<file path="src/rtl/icache_mem_bridge_pkg.sv">
// Shared definitions for the instruction-cache to RIB bridge: FSM encoding,
// default line geometry and RIB bus constants.
package icache_mem_bridge_pkg;

  localparam int LINE_WORDS_DEFAULT = 4;

  localparam int MemAddrBus = 32;
  localparam int MemBus     = 32;

  localparam logic RIB_REQ      = 1'b1;
  localparam logic RIB_IDLE     = 1'b0;
  localparam logic WriteEnable  = 1'b1;
  localparam logic WriteDisable = 1'b0;

  typedef enum logic [2:0] {
    IDLE   = 3'd0,
    RD     = 3'd1,
    WCHK   = 3'd2,
    RMW_RD = 3'd3,
    WR     = 3'd4,
    RESP   = 3'd5
  } state_e;

endpackage

</file>
<file path="src/rtl/icache_mem_bridge.sv">
// Splits cache-line refills and write-backs into single-word RIB transfers;
// partial-byte words are completed by read-modify-write.
module icache_mem_bridge
  import icache_mem_bridge_pkg::*;
#(
  parameter int LINE_WORDS = LINE_WORDS_DEFAULT
) (
  input  logic                    clk,
  input  logic                    rst,
  input  logic [MemAddrBus-1:0]   cache_addr_i,
  input  logic [4*LINE_WORDS-1:0] cache_byte_en_i,
  input  logic [32*LINE_WORDS-1:0] cache_wdata_i,
  input  logic                    cache_read_i,
  input  logic                    cache_write_i,
  output logic [32*LINE_WORDS-1:0] cache_rdata_o,
  output logic                    cache_rdata_valid_o,
  output logic                    cache_waitrequest_o,
  output logic [MemAddrBus-1:0]   mem_addr_o,
  output logic [MemBus-1:0]       mem_data_o,
  input  logic [MemBus-1:0]       mem_data_i,
  output logic                    mem_req_o,
  output logic                    mem_we_o,
  input  logic                    mem_gnt_i,
  output logic                    protocol_err_o
);

  localparam int KW    = (LINE_WORDS > 1) ? $clog2(LINE_WORDS) : 1;
  localparam int OFF_W = KW + 2;
  localparam logic [KW-1:0] K_LAST = KW'(LINE_WORDS - 1);

  state_e                     state_q, state_d;
  logic [KW-1:0]              k_q, k_d;
  logic [31:OFF_W]            base_q, base_d;
  logic [32*LINE_WORDS-1:0]   wline_q, wline_d;
  logic [4*LINE_WORDS-1:0]    be_q, be_d;
  logic [32*LINE_WORDS-1:0]   rdata_q, rdata_d;
  logic [31:0]                wword_q, wword_d;
  logic                       perr_q, perr_d;
  logic                       req_q, req_d;
  logic                       we_q, we_d;
  logic                       valid_q, valid_d;
  logic [MemAddrBus-1:0]      addr_q, addr_d;
  logic [MemBus-1:0]          data_q, data_d;
  logic                       advance;
  logic [31:0]                wd_k;
  logic [3:0]                 be_k;
  logic                       unused_addr_bits;

  assign unused_addr_bits = ^cache_addr_i[OFF_W-1:0];

  function automatic logic [31:0] merge_word(input logic [31:0] wd, input logic [31:0] rd,
                                             input logic [3:0] be);
    logic [31:0] r;
    for (int j = 0; j < 4; j++) begin
      r[8*j +: 8] = be[j] ? wd[8*j +: 8] : rd[8*j +: 8];
    end
    return r;
  endfunction

  always_comb begin
    state_d = state_q;
    k_d     = k_q;
    base_d  = base_q;
    wline_d = wline_q;
    be_d    = be_q;
    rdata_d = rdata_q;
    wword_d = wword_q;
    perr_d  = perr_q;
    advance = 1'b0;
    wd_k    = wline_q[k_q*32 +: 32];
    be_k    = be_q[k_q*4 +: 4];

    case (state_q)
      IDLE: begin
        if (cache_read_i || cache_write_i) begin
          base_d  = cache_addr_i[31:OFF_W];
          wline_d = cache_wdata_i;
          be_d    = cache_byte_en_i;
          k_d     = '0;
          // A simultaneous read/write is served as a read and flagged.
          state_d = cache_read_i ? RD : WCHK;
          if (cache_read_i && cache_write_i) perr_d = 1'b1;
        end
      end
      RD: begin
        if (mem_gnt_i) begin
          rdata_d[k_q*32 +: 32] = mem_data_i;
          if (k_q == K_LAST) state_d = RESP;
          else               k_d = k_q + KW'(1);
        end
      end
      RESP: state_d = IDLE;
      WCHK: begin
        if (be_k == 4'h0) begin
          advance = 1'b1;
        end else if (be_k == 4'hF) begin
          wword_d = wd_k;
          state_d = WR;
        end else begin
          state_d = RMW_RD;
        end
      end
      RMW_RD: begin
        if (mem_gnt_i) begin
          wword_d = merge_word(wd_k, mem_data_i, be_k);
          state_d = WR;
        end
      end
      WR: begin
        if (mem_gnt_i) advance = 1'b1;
      end
      default: state_d = IDLE;
    endcase

    if (advance) begin
      if (k_q == K_LAST) begin
        state_d = IDLE;
      end else begin
        k_d     = k_q + KW'(1);
        state_d = WCHK;
      end
    end

    // Bus outputs are decoded from the next state so they appear registered.
    req_d   = (state_d == RD) || (state_d == RMW_RD) || (state_d == WR);
    we_d    = (state_d == WR) ? WriteEnable : WriteDisable;
    addr_d  = req_d ? {base_d, k_d, 2'b00} : '0;
    data_d  = (state_d == WR) ? wword_d : '0;
    valid_d = (state_d == RESP);
  end

  always_ff @(posedge clk) begin
    if (rst) begin
      state_q <= IDLE;
      k_q     <= '0;
      base_q  <= '0;
      wline_q <= '0;
      be_q    <= '0;
      rdata_q <= '0;
      wword_q <= '0;
      perr_q  <= 1'b0;
      req_q   <= RIB_IDLE;
      we_q    <= WriteDisable;
      valid_q <= 1'b0;
      addr_q  <= '0;
      data_q  <= '0;
    end else begin
      state_q <= state_d;
      k_q     <= k_d;
      base_q  <= base_d;
      wline_q <= wline_d;
      be_q    <= be_d;
      rdata_q <= rdata_d;
      wword_q <= wword_d;
      perr_q  <= perr_d;
      req_q   <= req_d ? RIB_REQ : RIB_IDLE;
      we_q    <= we_d;
      valid_q <= valid_d;
      addr_q  <= addr_d;
      data_q  <= data_d;
    end
  end

  assign cache_waitrequest_o = (state_q != IDLE);
  assign cache_rdata_o       = rdata_q;
  assign cache_rdata_valid_o = valid_q;
  assign mem_addr_o          = addr_q;
  assign mem_data_o          = data_q;
  assign mem_req_o           = req_q;
  assign mem_we_o            = we_q;
  assign protocol_err_o      = perr_q;

endmodule
</file>
<file path="config.mk">
export PLATFORM = sky130hd
export DESIGN_NAME = icache_mem_bridge
export DESIGN_NICKNAME = d
export VERILOG_FILES = /design/src/rtl/icache_mem_bridge_pkg.sv /design/src/rtl/icache_mem_bridge.sv
export SDC_FILE = /design/constraint.sdc
export NUM_CORES = 1
export LEC_CHECK = 0
export CORE_ASPECT_RATIO = 1.5
export CORE_UTILIZATION = 40
export CTS_BUF_LIST = sky130_fd_sc_hd__clkbuf_8
export CTS_CLUSTER_SIZE = 28
export DETAILED_ROUTE_END_ITERATION = 6
export PLACE_DENSITY_LB_ADDON = 0.15
export SLEW_MARGIN = 20
export SYNTH_ARGS = -nofsm -noshare
export SYNTH_HDL_FRONTEND = slang
export SYNTH_SLANG_ARGS = --single-unit
export TNS_END_PERCENT = 100
</file>
<file path="constraint.sdc">
create_clock -name clk -period 5.1 [get_ports clk]
set_clock_uncertainty 0.05 [all_clocks]
set_input_delay 1.02 -clock clk [delete_from_list [all_inputs] [get_ports clk]]
set_output_delay 1.02 -clock clk [all_outputs]
set_load 0.03 [all_outputs]
</file>
## After elaboration in Yosys (flattened, before gate mapping)

Index checks and enable logic that the tools add are counted.

- Input port bits: 213
- Register bits: 405
- Logic and storage cells: 76

- Bitwise operators: 2
- Eq/ne operators: 10
- Reduce and logical (&&, ||, !) cells: 12
- Shift operators: 4
- Add/subtract/negate cells: 2
- Multiplexer cells: 32

Operators by type and width:

| kind | number |
|---|---|
| bitwise mux 128 bit | 1 |
| variable shift 32 x 34 -> 128 bit (first input constant) | 1 |
| indexed part select 128 x 8 -> 32 bit | 1 |
| indexed part select 32 x 34 -> 128 bit | 1 |
| 2-to-1 mux 32 bit | 3 |
| case mux 32 bit (2 select lines) | 1 |
| 2-to-1 mux 28 bit | 2 |
| negator 7 -> 34 bit | 1 |
| 2-to-1 mux 8 bit | 4 |
| 2-to-1 mux 3 bit | 7 |
| indexed part select 16 x 5 -> 4 bit | 1 |
| case mux 3 bit (5 select lines) | 1 |
| 2-to-1 mux 2 bit | 7 |
| equality test 3 x 2 -> 1 bit (second input constant) | 3 |
| equality test 3 bit (second input constant) | 3 |
| equality test 3 x 1 -> 1 bit (second input constant) | 2 |
| equality test 4 bit (second input constant) | 1 |
| logical NOT 4 bit | 1 |
| 2-to-1 mux 1 bit | 4 |
| case mux 2 bit (2 select lines) | 1 |
| AND reduction 2 bit | 2 |
| OR reduction 2 bit | 2 |
| logical NOT 3 bit | 1 |
| logical OR 1 bit | 3 |
| other kinds (7) | 8 |

## Longest topological paths before layout

- Depth in word-level cells: 11
- Mapped depth: 10
- Depth with buffers taken out: 6

## Worst setup path after synthesis

No wires, ideal clock.

- Path kind: reg2reg
- Start point: register k_q[0]
- End point: register data_q[10], in the netlist mem_data_o[10]
- Data arrival time: 2.361 ns
- Data required time: 4.935 ns
- Path buffers: 4
- Slack: 2.574 ns
- Library setup time: 0.115 ns
- Cell stages (with the launch flop): 10
- Path through: dfxtp_1 buf_6 buf_6 mux4_2 or4_1 o32a_1 buf_6 o2111a_2 buf_2 and2_1

- Word-level cells in the longest chain between the ends: 9
- Elaborated cells on any way between the ends: 22
- Classes of those cells: eq/ne: 3; shift: 2; mux: 14; bitwise: 1; reduce/logical: 2

RTL lines:

| what | RTL line | RTL |
|---|---|---|
| start, declared | icache_mem_bridge.sv:32 | `logic [KW-1:0] k_q, k_d;` |
| start signal, assigned | icache_mem_bridge.sv:149 | `k_q <= k_d;` |
| indexed part select 16 x 5 -> 4 bit | icache_mem_bridge.sv:71 | `be_k = be_q[k_q*4 +: 4];` |
| equality test 4 bit | icache_mem_bridge.sv:96 | `end else if (be_k == 4'hF) begin` |
| 2-to-1 mux 3 bit | icache_mem_bridge.sv:96 |  |
| 2-to-1 mux 3 bit | icache_mem_bridge.sv:94 | `if (be_k == 4'h0) begin` |
| case mux 3 bit (5 select lines) | icache_mem_bridge.sv:73 | `case (state_q)` |
| 2-to-1 mux 3 bit | icache_mem_bridge.sv:115 | `if (advance) begin` |
| equality test 3 bit | icache_mem_bridge.sv:128 | `data_d = (state_d == WR) ? wword_d : '0;` |
| NOT 1 bit (no line) | n/a |  |
| OR reduction 2 bit (no line) | n/a |  |
| end signal, assigned | icache_mem_bridge.sv:160 | `data_q <= data_d;` |
| end, declared | icache_mem_bridge.sv:43 | `logic [MemBus-1:0] data_q, data_d;` |

Parallel ways exist; a longest one is shown, timed or not.
A chain may end at the register's enable or synchronous reset.

## Final worst setup path

- Start point: register state_q[1]
- End point: output port cache_waitrequest_o

- Word-level cells in the longest chain between the ends: 1

RTL lines:

| what | RTL line | RTL |
|---|---|---|
| start, declared | icache_mem_bridge.sv:31 | `state_e state_q, state_d;` |
| start signal, assigned | icache_mem_bridge.sv:148 | `state_q <= state_d;` |
| nonzero test 3 bit | icache_mem_bridge.sv:164 | `assign cache_waitrequest_o = (state_q != IDLE);` |
| end, declared | icache_mem_bridge.sv:17 | `output logic cache_waitrequest_o,` |

No other way between the ends.

==> impl_metrics.toml <==
[status]
status = "complete, no violations"

[drt]
via_per_inst = 5.127
drc = 0
ant_nets = 0
wl_per_cell_um = 18.00
drtIter0Drc = 752
routed_wl_um = 47010
vias = 13390
dr.pass1.iters = 5

[synth]
synth.top_cell.area_share_pct = 52.96
synth_edf_count = 0
ys_types = 43
synthFlopType = "dfxtp_1"
synth_commonest_cells = "nand2_1, dfxtp_1, a21oi_1, nand3_1, clkbuf_1"
yosys.area.top_type = "dfxtp_1"
yosys-top-cells-area = "dfxtp_1, nand2_1, a21oi_1, mux4_2, nand3_1"
syn-instance-count = 1728
seq_area_frac_synth_pct = 52.96
ys_seq_elements = 403
yosys_warnings = 0
async_flop_share_pct = 0
syn_area_sq_um = 15230
yosysMostFrequentCell = "nand2_1"
synth_area_per_cell_sq_um = 8.816

[global_routing]
grt_first_pass_wirelength_um = 71500
grt_start_max_net_pins = 159
track_usage_pct = 23.47
grt_pass1_vias = 13010
grt_antenna_before_repair = 5
overflow = 0

[cts]
clk_latency_ns = 0.62
post_cts_buffers = 0
clk_pin_slew_ns = 0.07
hold_buffers = 0
clk_path_buf_depth = 3
ctsHtreeMaxLevel = 2
cts-resized-gates = 0
cts_buffers = 59
ctsRootBufferMaster = "clkbuf_8"
cts_tree = "yes"
clock_sinks = 403

[timing]
rsz0062_at_grt = "no"
layout_min_cycle_time_ns = 3.606
hold_viol = 0
timing.final.crit_share_pct = 70.71
finalSetupTns_ns = 0
relSlewSlack_pct = 28.66
worst_slew_pin_slew_ns = 1.067
fmax_ghz = 0.2773
setup_viol_count_final = 0
finalMaxSlewViolations = 0

[final_layout]
final_net_count = 2289
finalNonFillerCells = 2612
fill_cells = 3447
drive_gt1_share_pct = 7.979
fin_area_sq_um = 20800
syn_to_final_growth_pct = 36.51

[critical_path]
rr_worst_depth = 5
crit_type = "flip-flop to output pin"
cp_max_fo = 14
end_kind = "output pin"
cp.arrival_ns = 2.54
start_kind = "flip-flop"
critPathRequiredTime_ns = 4.03

[die]
die_area_sq_um = 38890
core_sq_um = 37550
die_w_um = 161.3
initial_core_util_pct = 40.57
io_pins = 410
chipHeight_um = 241.0
rows = 87

[power]
peakVddDrop_v = 0.0003776
leakage_nw = 7.571
p_per_area_nw_per_um2 = 453.0

[place]
dp.cells = 2497
dpl_cell_area_sq_um = 19570
portBuffers = 403
gp_congestion = 0.8286
dp_hpwl_um = 32210

[hold_path]
min_path_type = "flip-flop to flip-flop"
hold_path_depth = 2

[flow_run]
maxCapViolations = 0
==> registers in the layout (all words and copies together), names as in the netlist <==
name,count
protocol_err_o,1
mem_we_o,1
base_q,28
cache_rdata_valid_o,1
k_q,2
wword_q,32
mem_data_o,32
cache_rdata_o,128
mem_req_o,1
mem_addr_o,30
be_q,16
state_q,3
wline_q,128
==> metal layers <==
metal	track usage (%)	part of all wire, %	wire length (um)
met5	0	0	0
met4	9.262	2.8	1335
met2	41.35	50	23520
met1	26.60	39	18300
met3	6.754	8.2	3859
==> placed cells by master (no fill, tap or decap), types with 19 or more instances in the layout <==
cell	count
nand3_1	129
buf_4	19
dfxtp_1	401
a21oi_1	277
inv_1	23
and2_1	36
mux2i_1	60
nand2_1	420
mux4_2	36
nor2_1	98
clkdlybuf4s50_1	402
clkbuf_8	78
a221o_1	32
nor2b_1	33
==> worst max-delay path, cell delays in order (launching register included) <==
cell and delay [ns]:
dfxtp_1 0.45, nor3_1 0.74, inv_1 0.10, clkdlybuf4s50_1 0.63
==> per-stage QoR <==
| stage | util, % | power, W | setup WS [ns] | hold slack (ns) |
|---|---|---|---|---|
| 2_1_floorplan | - | 0.005863 | 2.574 | 0.3831 |
| 3_3_place_gp | 52.10 | 0.006828 | 1.662 | 0.3873 |
| 3_5_place_dp | 52.10 | 0.006894 | 1.646 | 0.3939 |
| 6_report | 55.38 | 0.009421 | 1.494 | 0.3981 |
| 4_1_cts | 55.34 | 0.009508 | 1.472 | 0.4028 |
| 5_1_grt | 55.37 | 0.009939 | 1.332 | 0.4159 |
==> final timing paths <==
kind                         end  slack (ns)              from
max          cache_waitrequest_o        1.49        state_q[1]
min             cache_rdata_o[9]        0.40  cache_rdata_o[9]
max reg2reg        mem_data_o[7]        1.64            k_q[0]
min reg2reg     cache_rdata_o[9]        0.40  cache_rdata_o[9]
==> power by group <==
group          internal (W)  leakage [nW]  total [W]  switching, W
clock network       0.00137         0.708    0.00260       0.00124
logic               0.00115          3.58    0.00294       0.00180
registers           0.00362          3.28    0.00387      0.000256
==> cells by family after synthesis <==
kind of cell | synth area share, %
fa+ha+maj | 0.5749
buf+inv | 4.098
compound gates | 12.03
simple gates | 20.98
mux | 9.338
flops | 52.96
other cells | 0.02462
==> cell type report <==
type	instances	area [sq um]	share of cell area, %
Antenna cell	5	12.51	0.06016
Clock buffer	78	1074	5.162
Clock inverter	32	140.1	0.6738
Inverter	5	18.77	0.09025
Multi-Input combinational cell	1174	6605	31.76
Sequential cell	403	8073	38.82
Tap cell	489	611.8	2.942
Timing Repair Buffer	426	4262	20.49
Note: power is estimated with default switching activity, not from simulation.
